### config.mk
export PLATFORM = sky130hd
export DESIGN_NAME = dspm_port_arbiter
export DESIGN_NICKNAME = d
export VERILOG_FILES = /design/src/rtl/dspm_arb_pkg.sv /design/src/rtl/dspm_starve_counter.sv /design/src/rtl/dspm_port_arbiter.sv
export SDC_FILE = /design/constraint.sdc
export NUM_CORES = 1
export LEC_CHECK = 0
export ABC_AREA = 0
export BUFFER_PORTS_ARGS = -buffer_cell sky130_fd_sc_hd__buf_2
export CORE_AREA = 2 2 95 97
export CTS_CLUSTER_DIAMETER = 40
export DETAILED_ROUTE_END_ITERATION = 10
export DIE_AREA = 0 0 97 99
export PLACE_DENSITY = 0.72
export RECOVER_POWER = 50
export SYNTH_ARGS = -nofsm -noshare
export SYNTH_HDL_FRONTEND = slang
export SYNTH_SLANG_ARGS = --single-unit
### constraint.sdc
create_clock -name clk -period 3.1 [get_ports clk]
set_clock_uncertainty 0.15 [all_clocks]
set_input_delay 0.465 -clock clk [delete_from_list [all_inputs] [get_ports clk]]
set_output_delay 0.465 -clock clk [all_outputs]
set_load 0.05 [all_outputs]
### src/rtl/dspm_arb_pkg.sv
// -----------------------------------------------------------------------------
// dspm_arb_pkg
// Shared definitions for the data scratchpad (DSpm) port arbiter:
//   - DSpm geometry (4096 x 32-bit words, 4 byte strobes)
//   - arbiter state encoding
//   - bus holding-register layout
// No ports (package).
// -----------------------------------------------------------------------------
package dspm_arb_pkg;

    localparam int DSPM_ADDR_W = 12;
    localparam int DSPM_DATA_W = 32;
    localparam int DSPM_BYTES  = 4;

    typedef enum logic {
        IDLE = 1'b0,
        PEND = 1'b1
    } arb_state_t;

    typedef struct packed {
        logic [DSPM_ADDR_W-1:0] addr;
        logic [DSPM_BYTES-1:0]  byte_write;
        logic [DSPM_DATA_W-1:0] data;
        logic                   is_read;
    } hold_req_t;

endpackage

### src/rtl/dspm_starve_counter.sv
// -----------------------------------------------------------------------------
// dspm_starve_counter
// Saturating count of cycles in which a held bus request was refused because
// the core owned the port. When the count reaches LIMIT while a request is
// still held, force_grant takes the port away from the core for one cycle.
//
// Ports:
//   clk          in   clock
//   reset_n      in   asynchronous active-low reset
//   pending      in   bus request held in the arbiter
//   core_enable  in   core access requested this cycle
//   issue        in   bus request issued this cycle (clears the count)
//   force_grant  out  count has reached LIMIT with a request held
// -----------------------------------------------------------------------------
module dspm_starve_counter
    import dspm_arb_pkg::*;
#(
    parameter int unsigned LIMIT = 15
) (
    input  logic clk,
    input  logic reset_n,
    input  logic pending,
    input  logic core_enable,
    input  logic issue,
    output logic force_grant
);

    localparam int unsigned CNT_W = (LIMIT < 1) ? 1 : $clog2(LIMIT + 1);
    localparam logic [CNT_W-1:0] LIMIT_C = CNT_W'(LIMIT);

    logic [CNT_W-1:0] count;

    always_ff @(posedge clk or negedge reset_n) begin
        if (!reset_n) begin
            count <= '0;
        end else if (issue) begin
            count <= '0;
        end else if (pending && core_enable && (count != LIMIT_C)) begin
            count <= count + 1'b1;
        end
    end

    assign force_grant = pending && (count == LIMIT_C);

endmodule

### src/rtl/dspm_port_arbiter.sv
// -----------------------------------------------------------------------------
// dspm_port_arbiter
// Shares the single DSpm port between the core memory stage (fixed latency,
// highest priority) and a bus master. A bus request is captured in a one-entry
// holding register and issued in a cycle the core leaves idle; the completion
// pulse (bus_resp_valid) follows the issue cycle by one cycle, carrying read
// data straight from the DSpm output.
//
// Optional feature (compile-time macro DSPM_ARB_STARVE_GUARD_EN):
//   a starvation counter forces a bus grant after STARVE_LIMIT refused cycles,
//   stalling the core for that one cycle. Without the macro core_stall is 0
//   and a continuously busy core can hold the bus off indefinitely.
//
// Ports:
//   clk, reset_n                       clock, async active-low reset
//   core_addr/enable/byte_write/data_in core request (byte_write==0 -> read)
//   core_data_out                      core read data (DSpm output)
//   core_stall                         core access refused, hold request
//   bus_valid/ready                    bus request handshake
//   bus_addr/byte_write/data_in        bus request (byte_write==0 -> read)
//   bus_resp_valid                     one-cycle completion pulse
//   bus_data_out                       bus read data while bus_resp_valid
//   mem_addr/enable/byte_write/data_in DSpm port drive
//   mem_data_out                       DSpm read data (1-cycle latency)
// -----------------------------------------------------------------------------
module dspm_port_arbiter
    import dspm_arb_pkg::*;
#(
    parameter int unsigned STARVE_LIMIT = 15
) (
    input  logic                   clk,
    input  logic                   reset_n,

    input  logic [DSPM_ADDR_W-1:0] core_addr,
    input  logic                   core_enable,
    input  logic [DSPM_BYTES-1:0]  core_byte_write,
    input  logic [DSPM_DATA_W-1:0] core_data_in,
    output logic [DSPM_DATA_W-1:0] core_data_out,
    output logic                   core_stall,

    input  logic                   bus_valid,
    output logic                   bus_ready,
    input  logic [DSPM_ADDR_W-1:0] bus_addr,
    input  logic [DSPM_BYTES-1:0]  bus_byte_write,
    input  logic [DSPM_DATA_W-1:0] bus_data_in,
    output logic                   bus_resp_valid,
    output logic [DSPM_DATA_W-1:0] bus_data_out,

    output logic [DSPM_ADDR_W-1:0] mem_addr,
    output logic                   mem_enable,
    output logic [DSPM_BYTES-1:0]  mem_byte_write,
    output logic [DSPM_DATA_W-1:0] mem_data_in,
    input  logic [DSPM_DATA_W-1:0] mem_data_out
);

    arb_state_t state;
    arb_state_t state_next;
    hold_req_t  hold;
    logic       accept;
    logic       issue;
    logic       force_grant;
    logic       resp_vld_p1;

    // A full holding register refuses new requests, so accept (IDLE only)
    // and issue (PEND only) can never coincide.
    assign bus_ready = (state == IDLE);
    assign accept    = bus_valid && bus_ready;
    assign issue     = (state == PEND) && (!core_enable || force_grant);

`ifdef DSPM_ARB_STARVE_GUARD_EN
    dspm_starve_counter #(
        .LIMIT (STARVE_LIMIT)
    ) u_starve_counter (
        .clk         (clk),
        .reset_n     (reset_n),
        .pending     (state == PEND),
        .core_enable (core_enable),
        .issue       (issue),
        .force_grant (force_grant)
    );

    assign core_stall = force_grant && core_enable;
`else
    assign force_grant = 1'b0;
    assign core_stall  = 1'b0;

    wire unused_starve_limit = (STARVE_LIMIT != 0);
`endif

    always_ff @(posedge clk or negedge reset_n) begin
        if (!reset_n) begin
            state       <= IDLE;
            resp_vld_p1 <= 1'b0;
        end else begin
            state       <= state_next;
            resp_vld_p1 <= issue;
        end
    end

    always_comb begin
        state_next = state;
        case (state)
            IDLE: if (accept) state_next = PEND;
            PEND: if (issue)  state_next = IDLE;
            default: state_next = IDLE;
        endcase
    end

    // Holding register payload carries no reset: it is only observed
    // while the state register says PEND.
    always_ff @(posedge clk) begin
        if (accept) begin
            hold <= '{addr:       bus_addr,
                      byte_write: bus_byte_write,
                      data:       bus_data_in,
                      is_read:    (bus_byte_write == '0)};
        end
    end

    // Stage p0: DSpm port mux, bus issue overrides the core.
    always_comb begin
        mem_addr       = core_addr;
        mem_enable     = core_enable;
        mem_byte_write = core_byte_write;
        mem_data_in    = core_data_in;
        if (issue) begin
            mem_addr       = hold.addr;
            mem_enable     = 1'b1;
            mem_byte_write = hold.is_read ? '0 : hold.byte_write;
            mem_data_in    = hold.data;
        end
    end

    // Stage p1: DSpm read data returns; the bus response pulse lines up with it.
    assign bus_resp_valid = resp_vld_p1;
    assign bus_data_out   = mem_data_out;
    assign core_data_out  = mem_data_out;

endmodule

==> results_dict.tcl <==
set metrics [dict create \
    syn_area_um2 2690 \
    placed_area_um2 3100 \
    critPathKind "reg -> out" \
    ys_ff_latch 51 \
    critical_path.top_delay_family "buffers and inverters" \
    slew_viol_final 0 \
    yosysTopAreaCell "edfxtp_1" \
    synth_cell_types 14 \
    numCtsBuffers 5 \
    synth_cells 181 \
    avgSynthCellArea_um2 14.9 \
    drive_gt1_share_pct 76.5 \
    grt_max_degree 50 \
    start_util_pct 31.5 \
    yosysTopAreaCellShare_pct 54.6 \
    ys_warn_count 0 \
    hold_violations 0 \
    setup_tns_ns 0 \
    yosysSeqAreaShare_pct 56.5 \
    rsz0062_at_grt "no" \
    yosys-top-cells-area "edfxtp_1 (55%), buf_4 (18%), mux2_2 (16%), mux2_4 (5.0%), dfrtp_1 (1.9%)" \
    critical_path.max_fanout 49 \
    wirelength_um 6310 \
    cellPowerDensity_nw_per_um2 545 \
    ys.flop_type "edfxtp_1" \
    place.gp.congestion 0.665 \
    cts.sinks 51 \
    cts.repair.resized 0 \
    dp_hpwl_um 5170 \
    drv_cap 0 \
    cts_tree "done" \
    nets 403 \
    fmax_mhz 420 \
    period_share_pct 76.8 \
    rows 34 \
    viasPerCell 4.27 \
    first_global_vias 1666 \
    crit_path_top_delay_cell "dfrtp_1" \
    grt_overflow 0 \
    post_cts_buffers 0 \
    port-buffer-count 150 \
    ys_top_cells_by_count "buf_4 (65), edfxtp_1 (49), mux2_2 (39), mux2_4 (9), nor2b_1 (5)" \
    finalSetupViolCount 0 \
    min_period_ns 2.38 \
    syn_nets 313 \
    drtIter0Drc 47 \
    cts.path.max_buffers 2 \
    drtPass1Iterations 4 \
    cp.arrival_ns 1.77 \
    dieArea_um2 9600 \
    synth.most_common_cell "buf_4" \
    vias 1625 \
    startpoint_type "register" \
    grt_usage_pct 12.3 \
    cp_data_required_time_ns 2.48 \
    area_growth_pct 18.7 \
    coreArea_um2 8550 \
    outcome "complete, no violations" \
    htree_levels 2 \
    critPathCaptureType "output port" \
    worst_ir_drop_vdd_v 0.000325 \
    die_width_um 97 \
    slew_headroom_pct 54.8 \
    drtAntennaViolNets 0 \
    finish.instance_area_um2 3200 \
    crit_chain "nand2b_2 -> buf_12 -> mux2_2 -> buf_2" \
    power.leakage_uw 0.00143 \
    hp-class "in -> reg" \
    path_buf_inv 2 \
    grt_pass1_wl_um 8970 \
    clkLatencyLatePin_ns 0.29 \
    worst_slew_pin_slew_ns 0.677 \
    async_flop_share_pct 3.92 \
    ios 248 \
    synth_enable_flop_cells 49 \
    wire_per_inst_um 16.6 \
    root_buffer "clkbuf_8" \
    max_stage_delay_ns 0.46 \
    antenna_found_initial 1 \
    fp.dieH_um 99 \
    clk_pin_slew_ns 0.09 \
    drc 0 \
]
[final cells by class]
class	count	area [um2]
Sequential cell	51	1520
Clock buffer	6	72.6
Timing Repair Buffer	153	798
Inverter	2	7.51
Fill cell	832	5360
Clock inverter	2	12.5
Tap cell	108	135
Antenna cell	1	2.50
Multi-Input combinational cell	58	646
[placed cells by master (no fill, tap or decap), drive strengths merged]
master,netlist,routed
nor2b,5,5
dfrtp,2,2
clkinvlp,0,1
mux2,48,48
or2,1,1
dlygate4sd3,0,1
inv,2,2
nand2b,1,1
buf,70,150
edfxtp,49,49
conb,1,1
clkbuf,0,8
a21o,1,1
nor4,1,1
diode,0,1
clkinv,0,1
[state kept, by name (all words and copies together), names as in the netlist]
name / flops
state: 1
bus_resp_valid: 1
hold: 49
[cell families after synthesis]
logic type / after synthesis / synth area share [%]
simple gates: 8 / 1.95
compound gates: 1 / 0.279
buf+inv: 72 / 19.8
flops: 51 / 56.5
other cells: 1 / 0.139
mux: 48 / 21.3
[routing by layer]
| metal | global-route usage, % | part of all wire, % | up-vias |
|---|---|---|---|
| met3 | 5.96 | 13 | 8 |
| met4 | 6.18 | 2.1 | 0 |
| met5 | 0.513 | 0 | - |
| met2 | 22.0 | 53 | 165 |
| met1 | 11.6 | 31 | 702 |
| li1 | - | - | 750 |
[where the power goes]
group	total [uW]	internal, uW	switching, uW	leakage [uW]
Clock	368	158	210	0.0000412
Sequential	835	817	18.6	0.000488
Combinational	537	178	360	0.000897
[stage by stage]
stage	hold WS, ns	utilization, %	std cells	total power (uW)	setup WS, ns
CTS	0.173	37.4	380	1770	0.688
global route	0.158	37.4	381	1820	0.632
global placement	0.107	36.3	371	1390	0.915
detailed placement	0.106	36.3	371	1390	0.895
floorplan	0.0194	-	181	1470	0.744
finish	0.186	37.4	381	1740	0.720
[path summary, 6_finish.rpt]
| check | startpoint | end | slack [ns] | cells after the start |
|---|---|---|---|---|
| worst max-delay path | state | mem_byte_write[3] | 0.72 | 4 |
| worst min-delay path | bus_addr[8] | hold[45] | 0.19 | 1 |
| worst max register to register | state | hold[42] | 1.33 | 2 |
| worst min register to register | state | state | 0.48 | 1 |
| max in group asynchronous | reset_n | state | 2.35 | 2 |
| min in group asynchronous | reset_n | bus_resp_valid | 0.32 | 2 |
[repair_timing]
action                                  4_1_cts  5_1_grt
hold buffers                                  1        0
endpoints found under the setup margin        0        0
hold endpoints to repair                      2        0
Note: power is estimated with default switching activity, not from simulation.
